--- src/rtl/arb_pe_wei_rr.sv ---
// ---------------------------------------------------------------------------
// arb_pe_wei_rr
//   Round-robin arbiter that merges weight-request streams from NUM_REQ PE
//   blocks into one registered, back-pressured stream toward the weight
//   buffer port. A grant may be locked for a burst of cfg_burst beats, and
//   the round-robin pointer wraps correctly for any NUM_REQ (not only powers
//   of two).
//
// Ports
//   clk        clock
//   rst_n      synchronous active-low reset
//   pull_back  synchronous restart: pointer back to 0, burst lock dropped
//   cfg_burst  beats per grant, sampled when a grant starts (0 acts as 1)
//   req_val    per-PE request valid
//   req_data   per-PE request word, PE i at [i*DATA_W +: DATA_W]
//   req_rdy    per-PE accept (combinational, at most one bit high)
//   out_val    registered output valid
//   out_data   registered output word
//   out_idx    source PE of out_data
//   out_last   high on the final beat of a burst
//   out_rdy    downstream accept
// ---------------------------------------------------------------------------
module arb_pe_wei_rr #(
  parameter  int NUM_REQ = 16,
  parameter  int DATA_W  = 8,
  parameter  int BURST_W = 4,
  localparam int IDX_W   = $clog2(NUM_REQ)
) (
  input  logic                      clk,
  input  logic                      rst_n,
  input  logic                      pull_back,
  input  logic [BURST_W-1:0]        cfg_burst,
  input  logic [NUM_REQ-1:0]        req_val,
  input  logic [NUM_REQ*DATA_W-1:0] req_data,
  output logic [NUM_REQ-1:0]        req_rdy,
  output logic                      out_val,
  output logic [DATA_W-1:0]         out_data,
  output logic [IDX_W-1:0]          out_idx,
  output logic                      out_last,
  input  logic                      out_rdy
);

  typedef enum logic [0:0] {
    IDLE = 1'b0,
    LOCK = 1'b1
  } state_t;

  state_t             state_q, state_d;
  logic [IDX_W-1:0]   ptr_q, ptr_d;
  logic [IDX_W-1:0]   owner_q, owner_d;
  logic [BURST_W-1:0] beat_cnt_q, beat_cnt_d;
  logic [BURST_W-1:0] blen_q, blen_d;

  logic               load_en;
  logic [BURST_W-1:0] blen_now;
  logic               win_found;
  logic [IDX_W-1:0]   win_idx;
  logic               xfer;
  logic               xfer_last;
  logic [IDX_W-1:0]   xfer_idx;
  logic [DATA_W-1:0]  xfer_data;

  // Index base+off modulo NUM_REQ. Both operands are already below NUM_REQ,
  // so one conditional subtraction is enough and no out-of-range index can
  // appear even when NUM_REQ is not a power of two.
  function automatic logic [IDX_W-1:0] wrap_add(input logic [IDX_W-1:0] base,
                                                 input int off);
    int s;
    s = int'(base) + off;
    if (s >= NUM_REQ) s = s - NUM_REQ;
    return IDX_W'(s);
  endfunction

  // Successor of a requester index, wrapping NUM_REQ-1 back to 0.
  function automatic logic [IDX_W-1:0] next_idx(input logic [IDX_W-1:0] i);
    if (i == IDX_W'(NUM_REQ - 1)) return '0;
    return i + IDX_W'(1);
  endfunction

  assign load_en  = ~out_val | out_rdy;
  assign blen_now = (cfg_burst == '0) ? BURST_W'(1) : cfg_burst;

  // Rotating-priority search: the first asserted request starting at ptr_q
  // and moving upward with wrap-around wins.
  always_comb begin
    win_found = 1'b0;
    win_idx   = '0;
    for (int k = 0; k < NUM_REQ; k++) begin
      if (!win_found && req_val[wrap_add(ptr_q, k)]) begin
        win_found = 1'b1;
        win_idx   = wrap_add(ptr_q, k);
      end
    end
  end

  // Arbitration state register.
  always_ff @(posedge clk) begin
    if (!rst_n) begin
      state_q    <= IDLE;
      ptr_q      <= '0;
      owner_q    <= '0;
      beat_cnt_q <= '0;
      blen_q     <= BURST_W'(1);
    end else begin
      state_q    <= state_d;
      ptr_q      <= ptr_d;
      owner_q    <= owner_d;
      beat_cnt_q <= beat_cnt_d;
      blen_q     <= blen_d;
    end
  end

  // Next-state logic and req_rdy generation. A beat only moves when the
  // output register can take it (load_en), so req_rdy already folds in the
  // downstream back-pressure. In LOCK the owner keeps the grant even while
  // its req_val is low; beats are counted only on actual transfers.
  always_comb begin
    state_d    = state_q;
    ptr_d      = ptr_q;
    owner_d    = owner_q;
    beat_cnt_d = beat_cnt_q;
    blen_d     = blen_q;
    req_rdy    = '0;
    xfer       = 1'b0;
    xfer_last  = 1'b0;
    xfer_idx   = '0;

    if (!rst_n) begin
      // Hold everything; the register block applies the reset values.
    end else if (pull_back) begin
      state_d    = IDLE;
      ptr_d      = '0;
      beat_cnt_d = '0;
    end else begin
      case (state_q)
        IDLE: begin
          if (win_found && load_en) begin
            req_rdy[win_idx] = 1'b1;
            xfer             = 1'b1;
            xfer_idx         = win_idx;
            blen_d           = blen_now;
            if (blen_now == BURST_W'(1)) begin
              xfer_last = 1'b1;
              ptr_d     = next_idx(win_idx);
            end else begin
              owner_d    = win_idx;
              beat_cnt_d = BURST_W'(1);
              state_d    = LOCK;
            end
          end
        end
        LOCK: begin
          req_rdy[owner_q] = load_en;
          if (load_en && req_val[owner_q]) begin
            xfer     = 1'b1;
            xfer_idx = owner_q;
            if (beat_cnt_q == blen_q - BURST_W'(1)) begin
              xfer_last  = 1'b1;
              ptr_d      = next_idx(owner_q);
              beat_cnt_d = '0;
              state_d    = IDLE;
            end else begin
              beat_cnt_d = beat_cnt_q + BURST_W'(1);
            end
          end
        end
        default: begin
          state_d = IDLE;
        end
      endcase
    end
  end

  // Select the word of the requester that is transferring this cycle.
  always_comb begin
    xfer_data = '0;
    for (int i = 0; i < NUM_REQ; i++) begin
      if (xfer_idx == IDX_W'(i)) xfer_data = req_data[i*DATA_W +: DATA_W];
    end
  end

  // Output register: loads on a transfer, otherwise drains when accepted.
  // pull_back never touches it, so a pending beat still leaves normally.
  always_ff @(posedge clk) begin
    if (!rst_n) begin
      out_val  <= 1'b0;
      out_data <= '0;
      out_idx  <= '0;
      out_last <= 1'b0;
    end else if (xfer) begin
      out_val  <= 1'b1;
      out_data <= xfer_data;
      out_idx  <= xfer_idx;
      out_last <= xfer_last;
    end else if (out_rdy) begin
      out_val  <= 1'b0;
    end
  end

endmodule

--- config.mk ---
export PLATFORM = sky130hd
export DESIGN_NAME = arb_pe_wei_rr
export DESIGN_NICKNAME = d
export VERILOG_FILES = /design/src/rtl/arb_pe_wei_rr.sv
export SDC_FILE = /design/constraint.sdc
export NUM_CORES = 1
export LEC_CHECK = 0
export CAP_MARGIN = 10
export CORE_UTILIZATION = 45
export DETAILED_ROUTE_END_ITERATION = 6
export GPL_TIMING_DRIVEN = 0
export PLACE_DENSITY_LB_ADDON = 0.15
export SLEW_MARGIN = 20
export SYNTH_ARGS = -nofsm -noshare
export SYNTH_HDL_FRONTEND = slang
export SYNTH_SLANG_ARGS = --single-unit
export TNS_END_PERCENT = 20
--- constraint.sdc ---
create_clock -name clk -period 7.6 [get_ports clk]
set_input_delay 2.28 -clock clk [delete_from_list [all_inputs] [get_ports clk]]
set_output_delay 2.28 -clock clk [all_outputs]
set_load 0.1 [all_outputs]
==> flow_summary_export.csv <==
group,metric,value,unit
power,ir_worst_vdd,101,uV
logic_synthesis,async_flop_share,0,%
worst_setup_path,endpoint,"req_rdy[6]",
hold_path,hold_depth,2,
logic_synthesis,yosysSeqAreaShare,10.2,%
power,p_int,0.623,mW
finish,final_core_util,71.1,%
run,cap_violations,0,
clock_tree,numCtsBuffers,5,
finish,nNetsFinal,1200,
finish,n_fill_cell,1043,
floorplan,die_h,118,um
clock_tree,clkTransAtPathRegs,50,ps
finish,drive_above_1_share,23.9,%
floorplan,start_util,46.0,%
timing,slew_headroom,24.0,%
timing,setup_violations,16,
worst_setup_path,crit_chain,"buf_12, buf_6, buf_6, mux4_2, buf_4, mux4_2, nand3_1, o21ai_0, a311oi_1, o21ai_0, a22o_1, a21boi_4, nand2b_4, nor2_2, a31oi_2, nor2_4, buf_12",
drt,dr.pass1.iters,5,
worst_setup_path,arrival,6040,ps
logic_synthesis,yosys-top-cells-area,"dfxtp_1 (10%), mux4_2 (8.5%), mux2i_1 (6.1%)",
timing,finalWorstSetupSlack,-718,ps
clock_tree,cts_root_buffer,"clkbuf_16",
logic_synthesis,ys_seq_elements,31,
drt,num_vias,8050,
global_routing,grt_pass1_wl,40600,um
logic_synthesis,syn_area,6060,um2
worst_setup_path,slowest_delay,540,ps
worst_setup_path,worst_setup_path_end_kind,"primary output",
timing,hold_viol,0,
placed_design,gp_congestion,0.969,
timing,worst_pin_slew,1130,ps
worst_setup_path,r2r_end,"out_data[5]",
finish,syn2layout_area_growth,54.7,%
timing,maxSlewViolCount,0,
power,cellLeakagePower,3.33,nW
drt,wl_met1,10700,um
timing,post-route-period-util,109,%
timing,fmax,0.120,GHz
clock_tree,cts_buffer_depth,2,
logic_synthesis,synth_ff_type,"dfxtp_1",
finish,final_area,9380,um2
drt,wirelength,27200,um
worst_setup_path,r2r_cells,24,
timing,hold_ws,464,ps
global_routing,antenna_found_initial,0,
finish,diodes,0,
global_routing,grt_max_degree,12,
worst_setup_path,path_max_fanout,7,
drt,ant_nets,0,
power,p_total,1.10,mW
timing,rsz0062_at_grt,"yes",
power,p_comb_share,61.6,%
drt,avgViaCountPerCell,6.66,
placed_design,dp.final_hpwl,19500,um
drt,wl_met2,12700,um
logic_synthesis,syn_inst,806,
global_routing,overflow,0,
timing,finalSetupTns,-10140,ps
clock_tree,holdBufCountCts,0,
logic_synthesis,synthTopCellsByCount,"nor2_1 (82), nand2_1 (65), a21oi_1 (42), mux2i_1 (37), o21ai_0 (37)",
logic_synthesis,yosysMostFrequentCell,"nor2_1",
logic_synthesis,syn_avg_cell_area,7.52,um2
placed_design,placed_area,8280,um2
power,switching_share,43.3,%
logic_synthesis,yosysTopAreaCellShare,10.2,%
worst_setup_path,crit_type,"primary input to primary output",
clock_tree,htree_num_levels,2,
floorplan,die-area,13900,um2
clock_tree,clock-sinks,31,
hold_path,hp-class,"flop to flop",
drt,drcViolationCount,0,
worst_setup_path,required,5320,ps
drt,dr.max_layer_used,"met4",
outcome,status,"finished, violations left",
power,clkPwrFrac,21.8,%
floorplan,boundaryPins,182,
timing,fin_crit,8320,ps
worst_setup_path,rr_startpoint,"ptr_q[1]",
logic_synthesis,synth_area_leader_cell,"dfxtp_1",
floorplan,die_w,118,um
power,p_per_area,117,nW/um2
logic_synthesis,synth_nets,975,
global_routing,grt_usage,36.5,%
drt,wl_per_cell,22.5,um
power,pwr-share-seq,16.6,%
outcome,violations,"negative setup slack",
worst_setup_path,cp-start-kind,"primary input",
worst_setup_path,r2r_setup_slack,880,ps
timing,skew,4.96,ps
floorplan,core_area,13200,um2
clock_tree,cts_tree,"yes",
logic_synthesis,synth_edf_count,0,
drt,drtIter0Drc,1081,
finish,regArea,621,um2
drt,dr_wl_met3,2830,um
clock_tree,clk-insertion-delay-late,280,ps
worst_setup_path,critical_path.slowest_cell,"mux4_2",
finish,multi_input_area,5630,um2
worst_setup_path,crit_start,"req_val[5]",
placed_design,numPortBuffers,181,
floorplan,std_cell_rows,42,
global_routing,grt_pass1_vias,7458,
power,p_switching,0.476,mW
logic_synthesis,synth_cell_types,94,
logic_synthesis,yosysWarnings,0,
## cells in the final DEF, fill, tap and decap left out, drive strengths merged, types with 12 or more instances in the layout
cell,n
and3,15
mux4,23
ha,17
mux2i,37
o21ai,44
clkdlybuf4s50,149
nand2b,13
nand3,35
a31oi,21
dfxtp,31
nor2,82
nand2,66
mux2,28
buf,91
inv,26
a211oi,16
clkbuf,40
xnor2,12
nor3,37
a21oi,43
## what timing repair did
item / in CTS / in global routing
endpoints found under the setup margin: 24 / 16
setup buffers: 22 / 15
resized for setup: 287 / 66
cloned: 0 / 0
pin swaps: 12 / 25
## state kept, by name (all words and copies together), names as in the netlist
signal	count
ptr_q	4
out_val	1
out_data	8
owner_q	4
state_q	1
out_idx	4
beat_cnt_q	4
blen_q	4
out_last	1
## power by group through the flow
stage	Clock, mW	Combinational, mW	Sequential [mW]
2_1_floorplan	0	0.332	0.227
3_3_place_gp	0	0.574	0.185
3_5_place_dp	0	0.575	0.185
4_1_cts	0.238	0.613	0.182
5_1_grt	0.246	0.712	0.183
6_report	0.239	0.677	0.182
## area by class of cell
type,instances,area share [%]
plain buffers,56,3.23
clock buffers,6,1.48
multi-input cells,691,60.0
clock inverters,2,0.373
inverters,28,1.13
well taps,176,2.35
repair buffers,218,24.8
flip-flops and latches,31,6.62
## routing by layer
layer | GRT usage [%] | vias up
met5 | 0 | -
met4 | 12.7 | 0
met1 | 48.6 | 3828
met2 | 57.8 | 551
li1 | - | 3575
met3 | 7.85 | 96
## critical path: cells and delay by family
kind / cells / cell delay (ps)
mux: 2 / 1040
buf+inv: 5 / 690
compound gates: 6 / 1370
simple gates: 4 / 650
## how the worst min path moves through the flow
stage | startpoint | end | slack, ps
2_1_floorplan | beat_cnt_q[3] | beat_cnt_q[3] | 450
3_3_place_gp | out_idx[1] | out_idx[1] | 450
3_5_place_dp | out_idx[3] | out_idx[3] | 460
4_1_cts | out_idx[3] | out_idx[3] | 470
5_1_grt | out_idx[3] | out_idx[3] | 490
6_report | out_last | out_last | 460
## stage by stage
step | instances | setup WS (ps)
2_1_floorplan | 806 | -613
3_3_place_gp | 1163 | -2550
3_5_place_dp | 1163 | -2690
4_1_cts | 1193 | -628
5_1_grt | 1208 | -846
6_report | 1208 | -718
## logic make-up (layout without fill, tap and decap cells)
logic type | Yosys count | count (layout) | share of synthesized area, %
flops | 31 | 31 | 10.2
xor+xnor | 22 | 22 | 3.30
simple gates | 304 | 304 | 25.4
mux | 88 | 88 | 20.0
fa+ha+maj | 17 | 17 | 3.51
compound gates | 260 | 260 | 31.8
buf+inv | 84 | 310 | 5.84
No activity file was read; power rests on OpenSTA's default activity.
